## config.mk

```make
export PLATFORM = sky130hd
export DESIGN_NAME = arb_mux_nx1_flat
export DESIGN_NICKNAME = d
export VERILOG_FILES = /design/src/rtl/arb_mux_nx1_if.sv /design/src/rtl/arb_mux_nx1.sv /design/src/flat_wrapper.sv
export SDC_FILE = /design/constraint.sdc
export NUM_CORES = 1
export LEC_CHECK = 0
export ABC_CLOCK_PERIOD_IN_PS = 2700
export CAP_MARGIN = 20
export CORE_AREA = 2 2 130 132
export DETAILED_ROUTE_END_ITERATION = 6
export DIE_AREA = 0 0 132 134
export HOLD_SLACK_MARGIN = 0.12
export SYNTH_ARGS = -nofsm -noshare
export SYNTH_HDL_FRONTEND = slang
export SYNTH_SLANG_ARGS = --single-unit
```

## constraint.sdc

```tcl
create_clock -name Clk -period 2.7 [get_ports Clk]
set_input_delay 0.54 -clock Clk [delete_from_list [all_inputs] [get_ports Clk]]
set_output_delay 0.54 -clock Clk [all_outputs]
set_load 0.005 [all_outputs]
```

## src/rtl/arb_mux_nx1_if.sv

```systemverilog
// Bus bundle for the N:1 registered channel mux: N producer channels in, one consumer out.
// Handshakes: a word moves on a channel when its valid and ready are both high at a rising
// Clk edge. Valid must not wait for ready. Ready may depend on valid in the same cycle.
interface arb_mux_nx1_if #(
  parameter int DATAWIDTH = 64,
  parameter int NUM_CH    = 4,
  parameter int SELW      = 2
);
  logic [NUM_CH*DATAWIDTH-1:0] a;
  logic [NUM_CH-1:0]           a_valid;
  logic [NUM_CH-1:0]           a_ready;
  logic [SELW-1:0]             sel;
  logic [DATAWIDTH-1:0]        d;
  logic                        d_valid;
  logic                        d_ready;
  logic [SELW-1:0]             d_ch;

  modport master (
    output a, a_valid, sel, d_ready,
    input  a_ready, d, d_valid, d_ch
  );

  modport slave (
    input  a, a_valid, sel, d_ready,
    output a_ready, d, d_valid, d_ch
  );
endinterface

```

## src/rtl/arb_mux_nx1.sv

```systemverilog
// Registered N:1 channel mux with a one-entry output stage. The source is chosen either
// by an external select or by a round-robin arbiter. It sustains one transfer per cycle.
module arb_mux_nx1 #(
  parameter int DATAWIDTH = 64,
  parameter int NUM_CH    = 4,
  parameter int SELW      = 2,
  parameter int MODE      = 0
) (
  input logic           Clk,
  input logic           Rst,
  arb_mux_nx1_if.slave  bus
);

  logic [DATAWIDTH-1:0] d_q;
  logic                 d_valid_q;
  logic [SELW-1:0]      d_ch_q;
  logic [SELW-1:0]      last_grant;

  logic                 slot_free;
  logic                 grant_found;
  logic [SELW-1:0]      grant_idx;
  logic [DATAWIDTH-1:0] grant_data;
  logic                 load;
  int                   last_grant_i;

  assign slot_free    = !d_valid_q || bus.d_ready;
  assign last_grant_i = int'(last_grant);

  // Round-robin search walks offsets 1..NUM_CH from last_grant. The first valid channel wins.
  always_comb begin
    grant_found = 1'b0;
    grant_idx   = '0;
    if (MODE == 0) begin
      for (int k = 0; k < NUM_CH; k++) begin
        if (bus.sel == SELW'(k) && bus.a_valid[k]) begin
          grant_found = 1'b1;
          grant_idx   = SELW'(k);
        end
      end
    end else begin
      for (int i = 1; i <= NUM_CH; i++) begin
        for (int k = 0; k < NUM_CH; k++) begin
          if (!grant_found && k == (last_grant_i + i) % NUM_CH && bus.a_valid[k]) begin
            grant_found = 1'b1;
            grant_idx   = SELW'(k);
          end
        end
      end
    end
  end

  always_comb begin
    grant_data = '0;
    for (int k = 0; k < NUM_CH; k++) begin
      if (grant_idx == SELW'(k)) begin
        grant_data = bus.a[k*DATAWIDTH +: DATAWIDTH];
      end
    end
  end

  assign load = slot_free && grant_found && !Rst;

  always_comb begin
    bus.a_ready = '0;
    for (int k = 0; k < NUM_CH; k++) begin
      bus.a_ready[k] = load && (grant_idx == SELW'(k));
    end
  end

  // A load and a consume in the same edge simply overwrite the register, so no bubble appears.
  always_ff @(posedge Clk) begin
    if (Rst) begin
      d_q        <= '0;
      d_valid_q  <= 1'b0;
      d_ch_q     <= '0;
      last_grant <= SELW'(NUM_CH - 1);
    end else if (load) begin
      d_q       <= grant_data;
      d_ch_q    <= grant_idx;
      d_valid_q <= 1'b1;
      if (MODE == 1) begin
        last_grant <= grant_idx;
      end
    end else if (bus.d_ready) begin
      d_valid_q <= 1'b0;
    end
  end

  assign bus.d       = d_q;
  assign bus.d_valid = d_valid_q;
  assign bus.d_ch    = d_ch_q;

endmodule
```

## src/flat_wrapper.sv

```systemverilog
// flat-port wrapper written by rule: the top's interface ports become plain ports
module arb_mux_nx1_flat 
#(
  parameter int DATAWIDTH = 64,
  parameter int NUM_CH    = 4,
  parameter int SELW      = 2,
  parameter int MODE      = 0
)
  (Clk, Rst, bus_a, bus_a_valid, bus_sel, bus_d_ready, bus_a_ready, bus_d, bus_d_valid, bus_d_ch);
  arb_mux_nx1_if #(.DATAWIDTH(DATAWIDTH), .NUM_CH(NUM_CH), .SELW(SELW)) bus_i ();
  input logic Clk;
  input logic Rst;
  input wire logic [$bits(bus_i.a)-1:0] bus_a;
  input wire logic [$bits(bus_i.a_valid)-1:0] bus_a_valid;
  input wire logic [$bits(bus_i.sel)-1:0] bus_sel;
  input wire logic [$bits(bus_i.d_ready)-1:0] bus_d_ready;
  output wire logic [$bits(bus_i.a_ready)-1:0] bus_a_ready;
  output wire logic [$bits(bus_i.d)-1:0] bus_d;
  output wire logic [$bits(bus_i.d_valid)-1:0] bus_d_valid;
  output wire logic [$bits(bus_i.d_ch)-1:0] bus_d_ch;
  assign bus_i.a = bus_a;
  assign bus_i.a_valid = bus_a_valid;
  assign bus_i.sel = bus_sel;
  assign bus_i.d_ready = bus_d_ready;
  assign bus_a_ready = bus_i.a_ready;
  assign bus_d = bus_i.d;
  assign bus_d_valid = bus_i.d_valid;
  assign bus_d_ch = bus_i.d_ch;
  arb_mux_nx1 #(.DATAWIDTH(DATAWIDTH), .NUM_CH(NUM_CH), .SELW(SELW), .MODE(MODE)) u_core (.Clk(Clk), .Rst(Rst), .bus(bus_i));
endmodule
```

==> results of run 1 <==
## state kept, by name, summed over array words and instances (netlist names)
register and cells:
u_core.bus.d 64, u_core.bus.d_ch 2, u_core.bus.d_valid 1
## through the flow
stage | total power [mW] | setup WS (ps)
3_3_place_gp | 2.29 | -276
3_5_place_dp | 2.30 | -288
4_1_cts | 3.42 | 12.3
2_1_floorplan | 1.52 | 350
5_1_grt | 3.55 | 112
6_report | 3.36 | 170
## critical path, cell delays in order
cell and delay [ps]:
dlygate4sd2_1 250, mux4_2 570, nand3_4 130, nor2_1 60, clkdlybuf4s50_1 440
## logic make-up after synthesis
kind of cell,after synthesis
AO/OA/AOI/OAI,261
AND/OR/NAND/NOR,145
flip-flops,67
buffers and inverters,57
multiplexers,3
## power groups by stage
| stage | clock [mW] | combinational [mW] | sequential [mW] |
|---|---|---|---|
| floorplan | 0 | 0.340 | 1.18 |
| global placement | 0 | 1.12 | 1.17 |
| detailed placement | 0 | 1.12 | 1.17 |
| CTS | 1.14 | 1.13 | 1.15 |
| global route | 1.17 | 1.21 | 1.16 |
| finish | 1.10 | 1.11 | 1.15 |
## cell type report
type                            instances  area [um2]
Antenna cell                            1        2.50
Clock buffer                           11         253
Clock inverter                          3        15.0
Fill cell                            1639        8410
Inverter                                2        7.51
Multi-Input combinational cell        409        2280
Sequential cell                        67        1340
Tap cell                              220         275
Timing Repair Buffer                  369        3700
## layer usage
metal | part of all wire | track usage | vias to the layer above
met1 | 0.41 | 0.256 | 2374
li1 | - | - | 2615
met4 | 0.028 | 0.0870 | 0
met2 | 0.48 | 0.372 | 247
met5 | 0 | 0 | -
met3 | 0.081 | 0.0654 | 27
## synth_stat cells
master    count
a21o_1       14
a21oi_1      31
a21oi_2       2
a221o_1       1
a221oi_1     63
a311oi_2      1
and2_1        2
and3_1        1
and3_4        1
and3b_1       2
buf_1         2
buf_2        10
buf_4         2
buf_6         3
clkbuf_1     37
clkbuf_2      1
clkinv_1      1
dfxtp_1      67
inv_1         1
mux2_2        1
mux2i_1       1
mux4_2        1
nand2_1     129
nand2b_1      3
nand3_1       1
nand3_2       1
nand3b_1      1
nor2_1        3
nor3_1        1
o21ai_0     138
o21ai_1      10
o221a_2       1
## final timing paths
path                                         start                 end  slack (ps)  cells after the start
worst max-delay path                    bus_sel[1]      bus_a_ready[1]         170                      5
worst min-delay path              u_core.bus.d[60]    u_core.bus.d[60]         440                      2
worst max register to register  u_core.bus.d_valid  u_core.bus.d_ch[0]        1050                      7
worst min register to register    u_core.bus.d[60]    u_core.bus.d[60]         440                      2
## repair_timing
action	in CTS	in global routing
pin swaps	1	0
setup buffers	0	1
setup endpoints to repair	4	2
hold buffers	0	0
resized for setup	8	1
==> flow_summary.toml, run 1 <==
[route]
wirelength_um = 19600
drt_iter0_markers = 260
vias_per_cell = 4.86
drc = 0
vias = 5263
routedWlPerCell_um = 18.2
route.antenna.remaining_nets = 0
drt_pre_antenna_iters = 4

[timing]
fin_setup_tns_ps = 0
fin_skew_ps = 4.27
worstMarginPinSlew_ps = 465
drv_slew = 0
rsz0062_at_grt = "false"
timing.final.crit_share = 0.937
holdWs_ps = 445
slew_headroom = 0.690
fin_crit_ps = 2530
fmax_mhz = 395
finalSetupViolCount = 0
finalHoldViolCount = 0

[cells_and_area]
final_common_cell = "clkdlybuf4s50_1"
final_cell_mix = "clkdlybuf4s50_1 (327), o21ai_0 (138), nand2_1 (129)"
final_core_util = 0.484
nets = 1123
syn_to_final_growth_pct = 105
stdcell_count = 1082
layout-drive-gt1-share = 0.0708
fin_area_um2 = 7880

[global_routing]
grt_max_degree = 52
track_usage = 0.218
grt_pass1_wl_um = 29700
gr-total-overflow = 0
antenna_found_initial = 2
first_global_vias = 5290

[logic_synthesis]
synthSimpleGateAreaFrac = 0.154
synth_compound_area_frac = 0.419
synth_top_area_share = 0.349
ys_types = 32
yosysTopAreaCell = "dfxtp_1"
synth_top_family_by_area = "compound AO/OA/AOI/OAI gates"
synth_mux_area_frac = 0.0114
yosys.area_share.xor_xnor = 0
syn_area_um2 = 3840
yosysWarnings = 0
synth_fa_ha_area_frac = 0
synth.ff_latch_count = 67
netlist_instances = 533
syn_area_per_cell_um2 = 7.20
syn_nets = 798
ys_seq_area_frac = 0.349
synthTopCellsByArea = "dfxtp_1 (35%), o21ai_0 (18%), a221oi_1 (14%)"

[critical_path]
crit_type = "in -> out"
required_ps = 2160
cp-end-kind = "output pin"
critPathLaunchType = "input pin"
cp_max_fo = 7
arrival_ps = 1990

[clocking]
clkSlewWorstSetupHoldPaths_ps = 50
cts_htree_levels = 3
clk_latency_ps = 330
clock-sinks = 67
clock_path_buffers = 2
cts_inserted_buffers = 9
root_buffer = "clkbuf_16"
cts_tree = "yes"

[min_path]
worstHoldPathType = "reg -> reg"

[power]
sw_frac_of_total = 0.269
intPower_mw = 2.46
clkPwrFrac = 0.327
switchingPower_mw = 0.905
powerDensity_nw_per_um2 = 427
leakagePower_nw = 2.94
combinationalPowerShare = 0.331
p_seq_frac = 0.342
vdd.ir_drop.worst_mv = 0.310

[floorplan]
die_w_um = 132
io_pins = 336
core_area_um2 = 16300
row_count = 47
start_util = 0.236
dieArea_um2 = 17700
die_h_um = 134

[outcome]
status = "finished clean"

[place]
place_area_um2 = 7590
place_congestion = 0.807
io_buffers = 335
dp_cells = 1066
hpwl_um = 14700

[flow_run]
maxCapViolCount = 0
Note: power is estimated with default switching activity, not from simulation.
==> run 2: changes to the inputs <==
- REMOVE_ABC_BUFFERS: default -> 1
==> run 2 against run 1 <==
Against the previous run: clock power shrank 4%; design area down 0.19%; via count decreased by 0.67%; setup slack got worse by 150 ps; sequential cell count unchanged; combinational power hardly changed; global-route usage is 0.64 points lower; count of clock-buffer cells in the layout fell by 1; sequential share of layout area barely moved; largest cell class unchanged; largest power group unchanged; highest routed layer unchanged.
==> flow_summary.toml, run 2 (synthesis gave the netlist of run 1 again) <==
[timing]
timing.final.crit_share = 0.992
fmax_mhz = 373
fin_crit_ps = 2680
finalSetupViolCount = 0
worstMarginPinSlew_ps = 644
fin_skew_ps = 5.50
rsz0062_at_grt = "false"
drv_slew = 0
finalHoldViolCount = 0
slew_headroom = 0.571

[power]
vdd.ir_drop.worst_mv = 0.283
finalPower_mw = 3.31
powerDensity_nw_per_um2 = 421
leakagePower_nw = 2.94

[global_routing]
grt_pass1_wl_um = 29300
gr-total-overflow = 0
grt_max_degree = 67
track_usage = 0.211
first_global_vias = 5295
antenna_found_initial = 2

[flow_run]
maxCapViolCount = 0

[floorplan]
die_w_um = 132
core_area_um2 = 16300
io_pins = 336
die_h_um = 134
row_count = 47
start_util = 0.236
dieArea_um2 = 17700

[cells_and_area]
multi_input_area_um2 = 2290
stdcell_count = 1083
final_common_cell = "clkdlybuf4s50_1"
nets = 1124
fillCellCount = 1638
final_cell_mix = "clkdlybuf4s50_1 (327), o21ai_0 (138), nand2_1 (129)"
largest_register_ffs = 64
seqCellArea_um2 = 1340
layout-drive-gt1-share = 0.0720
syn_to_final_growth_pct = 105

[clocking]
cts_inserted_buffers = 9
root_buffer = "clkbuf_16"
cts_htree_levels = 3
clock_path_buffers = 2
clock-sinks = 67
clkSlewWorstSetupHoldPaths_ps = 50
cts_tree = "yes"
cts_hold_buffers = 0
clk_latency_ps = 340

[critical_path]
cp_max_fo = 3
required_ps = 2160
regToRegStartpoint = "u_core.bus.d_valid"
cp-end-kind = "output pin"
arrival_ps = 2140
crit_path_start = "bus_a_valid[1]"
critPathLaunchType = "input pin"
crit_type = "in -> out"

[place]
hpwl_um = 14100
io_buffers = 335
dp_cells = 1062
place_congestion = 0.809

[route]
route.antenna.remaining_nets = 0
drt_iter0_markers = 212
met1_length_um = 7480
drt_pre_antenna_iters = 4
wirelength_um = 18800
vias_per_cell = 4.83
routed.top_layer = "met4"
routedWlPerCell_um = 17.4
drc = 0
met2WireLength_um = 9270
route.met3.wl_um = 1540
vias = 5228

[min_path]
worstHoldStart = "u_core.bus.d[45]"
worstHoldPathType = "reg -> reg"

[outcome]
status = "finished clean"
-- run 2: layout make-up --
class,instances,share of cell area
Timing Repair Buffer,370,0.469
Multi-Input combinational cell,409,0.291
Sequential cell,67,0.171
Tap cell,220,0.0350
Clock buffer,10,0.0304
Clock inverter,3,0.00223
Inverter,2,0.000955
Antenna cell,2,0.000637
-- run 2: timing repair --
action | CTS | global route
pin swaps | 1 | 0
setup buffers | 6 | 0
endpoints found under the setup margin | 4 | 2
gates resized for setup | 9 | 2
-- run 2: metrics by stage --
step	area (um2)	hold WS [ps]	utilization	TNS [ps]	worst slack [ps]
after floorplan	3590	443	-	-48.4	-48.4
after global placement	7540	434	0.463	-788	-252
after detailed placement	7540	440	0.463	-813	-277
after CTS	7850	448	0.482	0	10.3
after global routing	7860	468	0.483	0	5.63
final	7860	444	0.483	0	21.4
-- run 2: per-layer routing --
metal / up-vias / track usage
met3: 31 / 0.0616
met2: 250 / 0.376
li1: 2613 / -
met1: 2334 / 0.236
met5: - / 0
met4: 0 / 0.0851
-- run 2: path summary, 6_finish.rpt --
check / end / slack, ps / depth (start not counted)
worst max-delay path: bus_a_ready[2] / 20 / 5
worst min-delay path: u_core.bus.d[45] / 440 / 2
worst max register to register: u_core.bus.d[63] / 790 / 9
worst min register to register: u_core.bus.d[45] / 440 / 2
-- run 2: power breakdown --
group	internal (mW)	switching [mW]	total, mW
clock network	0.627	0.429	1.06
logic	0.703	0.405	1.11
registers	1.10	0.0515	1.15
total	2.43	0.886	3.31
-- run 2: critical path, stage by stage --
cell and delay (ps):
clkdlybuf4s50_1 420, mux4_2 540, and3_4 200, and2_1 160, dlygate4sd2_1 280
